File: config.mk
export PLATFORM = sky130hd
export DESIGN_NAME = reg_ctx_engine
export DESIGN_NICKNAME = d
export VERILOG_FILES = /design/src/rtl/reg_ctx_engine.sv
export SDC_FILE = /design/constraint.sdc
export NUM_CORES = 1
export LEC_CHECK = 0
export CAP_MARGIN = 20
export CORE_UTILIZATION = 32
export CTS_CLUSTER_DIAMETER = 150
export CTS_CLUSTER_SIZE = 16
export DETAILED_ROUTE_END_ITERATION = 10
export GPL_ROUTABILITY_DRIVEN = 0
export GPL_TIMING_DRIVEN = 1
export PLACE_DENSITY = 0.87
export SKIP_LAST_GASP = 1
export SLEW_MARGIN = 20
export SYNTH_ARGS = -nofsm -noshare
export SYNTH_HDL_FRONTEND = slang
export SYNTH_SLANG_ARGS = --single-unit
File: constraint.sdc
create_clock -name clk -period 2 [get_ports clk]
set_input_delay 0.2 -clock clk [delete_from_list [all_inputs] [get_ports clk]]
set_output_delay 0.2 -clock clk [all_outputs]
set_load 0.05 [all_outputs]
File: src/rtl/reg_ctx_engine.sv
// ---------------------------------------------------------------------------
// reg_ctx_engine
//   Register-file context save/restore sequencer used on interrupt entry/exit.
//   A save streams every register to a memory frame at BASE_ADDR. A restore
//   reads the frame back and rewrites the register file through its write port.
//   While busy, the CPU mux gives the register-file controls to this block
//   and stalls the core.
//
// Ports
//   clk, rst        rising-edge clock, asynchronous active-high reset
//   save_req        start a save (sampled only in IDLE, wins over restore)
//   restore_req     start a restore (sampled only in IDLE)
//   busy            engine owns the register file (core stall)
//   done            one-cycle pulse when a save or restore completes
//   rf_sel          register-file inSelect / outBselect
//   rf_we/rf_wdata  register-file write port
//   rf_rdata        register-file outB (combinational read of rf_sel)
//   mem_addr        data memory address, BASE_ADDR + idx (wraps)
//   mem_we/mem_re   memory strobes, accepted only when mem_gnt=1
//   mem_wdata       memory write data
//   mem_rdata       memory read data, valid the cycle after an accepted mem_re
//   mem_gnt         memory grant
//
// Handshake: a memory strobe is held, with address and data stable, until a
// cycle in which mem_gnt=1; that cycle is the transfer. Register-file writes
// need no grant and always complete in the cycle rf_we is high.
// ---------------------------------------------------------------------------
module reg_ctx_engine #(
    parameter int                    NUM_REGS   = 16,
    parameter int                    ADDR_WIDTH = 16,
    parameter logic [ADDR_WIDTH-1:0] BASE_ADDR  = 16'hFFF0
) (
    input  logic                  clk,
    input  logic                  rst,
    input  logic                  save_req,
    input  logic                  restore_req,
    output logic                  busy,
    output logic                  done,
    output logic [3:0]            rf_sel,
    output logic                  rf_we,
    output logic [7:0]            rf_wdata,
    input  logic [7:0]            rf_rdata,
    output logic [ADDR_WIDTH-1:0] mem_addr,
    output logic                  mem_we,
    output logic                  mem_re,
    output logic [7:0]            mem_wdata,
    input  logic [7:0]            mem_rdata,
    input  logic                  mem_gnt
);

    localparam int IDX_W = (NUM_REGS > 1) ? $clog2(NUM_REGS) : 1;
    localparam logic [IDX_W-1:0] LAST_IDX = IDX_W'(NUM_REGS - 1);

    typedef enum logic [2:0] {
        S_IDLE,
        S_SAVE,
        S_RD,
        S_WR,
        S_DONE
    } state_t;

    state_t                state_q, state_d;
    logic [IDX_W-1:0]      idx_q, idx_d;
    logic [ADDR_WIDTH-1:0] frame_addr;

    // Modulo 2^ADDR_WIDTH: a frame near the top of memory wraps to address 0.
    assign frame_addr = BASE_ADDR + ADDR_WIDTH'(idx_q);

    always_ff @(posedge clk or posedge rst) begin
        if (rst) begin
            state_q <= S_IDLE;
            idx_q   <= '0;
        end else begin
            state_q <= state_d;
            idx_q   <= idx_d;
        end
    end

    // All outputs are decoded from state only, so reset forces them to 0
    // immediately without waiting for a clock.
    always_comb begin
        state_d   = state_q;
        idx_d     = idx_q;
        busy      = 1'b0;
        done      = 1'b0;
        rf_sel    = 4'd0;
        rf_we     = 1'b0;
        rf_wdata  = 8'd0;
        mem_addr  = '0;
        mem_we    = 1'b0;
        mem_re    = 1'b0;
        mem_wdata = 8'd0;

        case (state_q)
            S_IDLE: begin
                idx_d = '0;
                if (save_req) begin
                    state_d = S_SAVE;
                end else if (restore_req) begin
                    state_d = S_RD;
                end
            end

            S_SAVE: begin
                busy      = 1'b1;
                rf_sel    = 4'(idx_q);
                mem_addr  = frame_addr;
                mem_wdata = rf_rdata;
                mem_we    = 1'b1;
                if (mem_gnt) begin
                    if (idx_q == LAST_IDX) begin
                        state_d = S_DONE;
                    end else begin
                        idx_d = idx_q + 1'b1;
                    end
                end
            end

            S_RD: begin
                busy     = 1'b1;
                mem_addr = frame_addr;
                mem_re   = 1'b1;
                if (mem_gnt) begin
                    state_d = S_WR;
                end
            end

            // mem_rdata holds the word fetched by the granted read in RD.
            S_WR: begin
                busy     = 1'b1;
                rf_sel   = 4'(idx_q);
                rf_we    = 1'b1;
                rf_wdata = mem_rdata;
                if (idx_q == LAST_IDX) begin
                    state_d = S_DONE;
                end else begin
                    idx_d   = idx_q + 1'b1;
                    state_d = S_RD;
                end
            end

            // Requests arriving here are dropped; a held request re-triggers
            // once the engine is back in IDLE.
            S_DONE: begin
                done    = 1'b1;
                idx_d   = '0;
                state_d = S_IDLE;
            end

            default: begin
                state_d = S_IDLE;
                idx_d   = '0;
            end
        endcase
    end

endmodule
==> impl_metrics.json <==
{
  "outcome": "finished, final reports clean",
  "utilization_pct": 83.9,
  "stdcell_count": 164,
  "gr-total-overflow": 0,
  "finalSetupViolCount": 0,
  "critPathMaxFanout": 10,
  "finalCritPeriodShare_pct": 92.8,
  "postRouteAntennaNets": 0,
  "netlist_instances": 85,
  "crit_type": "reg -> out",
  "worstSetupEndpointType": "output port",
  "routedWlPerCell_um": 16.1,
  "period_needed_ps": 1860,
  "cp.required_ps": 1800,
  "cts_buffer_depth": 2,
  "clockRootBuffer": "clkbuf_4",
  "worstPathArrival_ps": 1660,
  "cts_made_buffers": 3,
  "die_w_um": 49.8,
  "place.detailed.hpwl_um": 2220,
  "reg2reg_slack_ps": 380,
  "yosysWarnings": 0,
  "crit_slowest_cell": "dfrtp_1",
  "critPathBufInv": 1,
  "finalSetupTns_ps": 0,
  "async_flop_share_pct": 100,
  "die_h_um": 49.8,
  "cts_setup_buffers": 0,
  "yosysUniqueCellTypes": 31,
  "ys_ff_latch": 7,
  "rr_endpoint": "idx_q[2]",
  "rsz0062_at_grt": "no",
  "drc": 0,
  "syn-cell-area_um2": 731,
  "drive_above_1_share_pct": 39.4,
  "dpl.cell_count": 160,
  "synth_ff_type": "dfrtp_1",
  "insertion_delay_ps": 270,
  "row_count": 16,
  "grt_pass1_wl_um": 4170,
  "clkSlewWorstSetupHoldPaths_ps": 60,
  "port_buffers": 61,
  "synth.avg_cell_area_um2": 8.60,
  "hp-class": "in -> async",
  "syn2layout_area_growth_pct": 137,
  "ctsHoldBuffers": 0,
  "fin_nets": 160,
  "r2r_cells": 4,
  "routed_wl_um": 2650,
  "finalClockSkew_ps": 8.25,
  "critical_path.top_delay_family": "simple AND/OR/NAND/NOR gates",
  "drv_cap": 0,
  "timing.final.max_slew_violations": 0,
  "finalInstanceArea_um2": 1730,
  "hold_viol": 0,
  "antenna_cells": 0,
  "r2r_start": "state_q[1]",
  "clock-sinks": 7,
  "cts_resized": 0,
  "cts_tree": "yes",
  "synth_nets": 107,
  "critPathMaxStageDelay_ps": 540,
  "fmax_mhz": 539,
  "drt-pass1-iter-count": 4,
  "yosysSeqAreaShare_pct": 24.0,
  "htree_levels": 1,
  "via_count": 833,
  "grt_max_degree": 16,
  "slew_headroom_pct": 73.3,
  "track_usage_pct": 22.6,
  "core_area_um2": 2060,
  "dpl_cell_area_um2": 1700,
  "routed_via_density": 5.08,
  "cp_common_cell": "nor2b_4",
  "synth_edf_count": 0,
  "drtIter0Drc": 14,
  "antenna_found_initial": 0,
  "fp.dieArea_um2": 2480,
  "worst_pin_slew_ps": 400,
  "start_util_pct": 35.4,
  "grt_pass1_vias": 815,
  "crit_path_start_kind": "register",
  "io_pins": 62,
  "crit_chain": "nor2b_4 > nor2b_4 > and2_1 > buf_12"
}
[cells in the mapped netlist, types with 2 or more instances]
| cell type | instances | share of area (%) |
|---|---|---|
| and2_1 | 18 | 15 |
| buf_4 | 11 | 11 |
| and3_1 | 8 | 6.8 |
| dfrtp_1 | 7 | 24 |
| nand2_1 | 4 | 2.1 |
| nor2_1 | 4 | 2.1 |
| buf_6 | 3 | 4.6 |
| nor3b_1 | 3 | 3.1 |
| nand3_1 | 2 | 1.4 |
| nor2b_4 | 2 | 3.8 |
| nor3_1 | 2 | 1.4 |
| o21ai_1 | 2 | 1.4 |
[worst max-delay path by stage]
stage                from            to  slack [ps]  cells after the start
2_1_floorplan  state_q[2]        mem_re         100                      1
3_3_place_gp   state_q[1]      idx_q[2]         510                      4
3_5_place_dp   state_q[1]      idx_q[2]         410                      4
4_1_cts        state_q[0]  mem_wdata[4]         160                      4
5_1_grt        state_q[0]  mem_wdata[2]          70                      4
6_report       state_q[0]  mem_wdata[7]         140                      4
[cell usage in the layout (no fill, tap or decap)]
master	Yosys	routed
a2111oi_4	1	1
a21oi_1	1	1
a31oi_2	1	1
and2_1	18	18
and3_1	8	8
and3_2	1	1
buf_12	0	42
buf_4	11	2
clkbuf_1	1	1
clkbuf_4	0	3
clkdlybuf4s50_1	0	20
dfrtp_1	7	7
ha_1	1	1
inv_1	1	1
nand2_1	4	4
nand2b_1	1	1
nand3_1	2	2
nand4_1	1	1
nor2_1	4	3
nor2_4	0	1
nor2b_1	1	1
nor2b_4	2	2
nor3_1	2	2
nor3b_1	3	3
o211a_1	1	1
o21ai_1	2	2
o21ba_1	1	1
o21bai_1	1	1
o311ai_1	1	1
o31ai_1	1	1
o32ai_1	1	1
or2_4	1	1
xnor2_1	1	1
[cell type report]
type / count / area [um2]
Sequential cell: 7 / 175
Timing Repair Buffer: 64 / 1060
Inverter: 1 / 3.75
Multi-Input combinational cell: 61 / 434
Clock buffer: 4 / 26.3
Fill cell: 104 / 333
Tap cell: 27 / 33.8
[registers in the layout, indices dropped and copies added, names as in the netlist]
name and cells:
idx_q 4, state_q 3
[stage by stage]
stage	setup slack (ps)	hold slack, ps
finish	143	194
global route	65.7	200
CTS	158	188
detailed placement	412	479
global placement	509	447
floorplan	105	3.40
[cells by family (layout without fill, tap and decap cells)]
logic type | count (synthesis) | after routing | synth area share [%]
xor+xnor | 1 | 1 | 1.20
flops | 7 | 7 | 24.0
compound gates | 11 | 11 | 14.7
simple gates | 48 | 48 | 40.8
fa+ha+maj | 1 | 1 | 1.71
buf+inv | 17 | 69 | 17.6
[per-layer routing]
layer	wire (um)	part of all wire (%)	up-vias	GRT usage (%)
met2	1500	57	48	42.8
met5	0	0	-	0
met3	169	6.4	6	5.86
met4	53	2.0	0	8.57
met1	920	35	396	23.3
li1	-	-	383	-
Power is left out: the tool's default activity adds up to more than one toggle a clock period on the data nets, which glitch-free logic cannot reach.
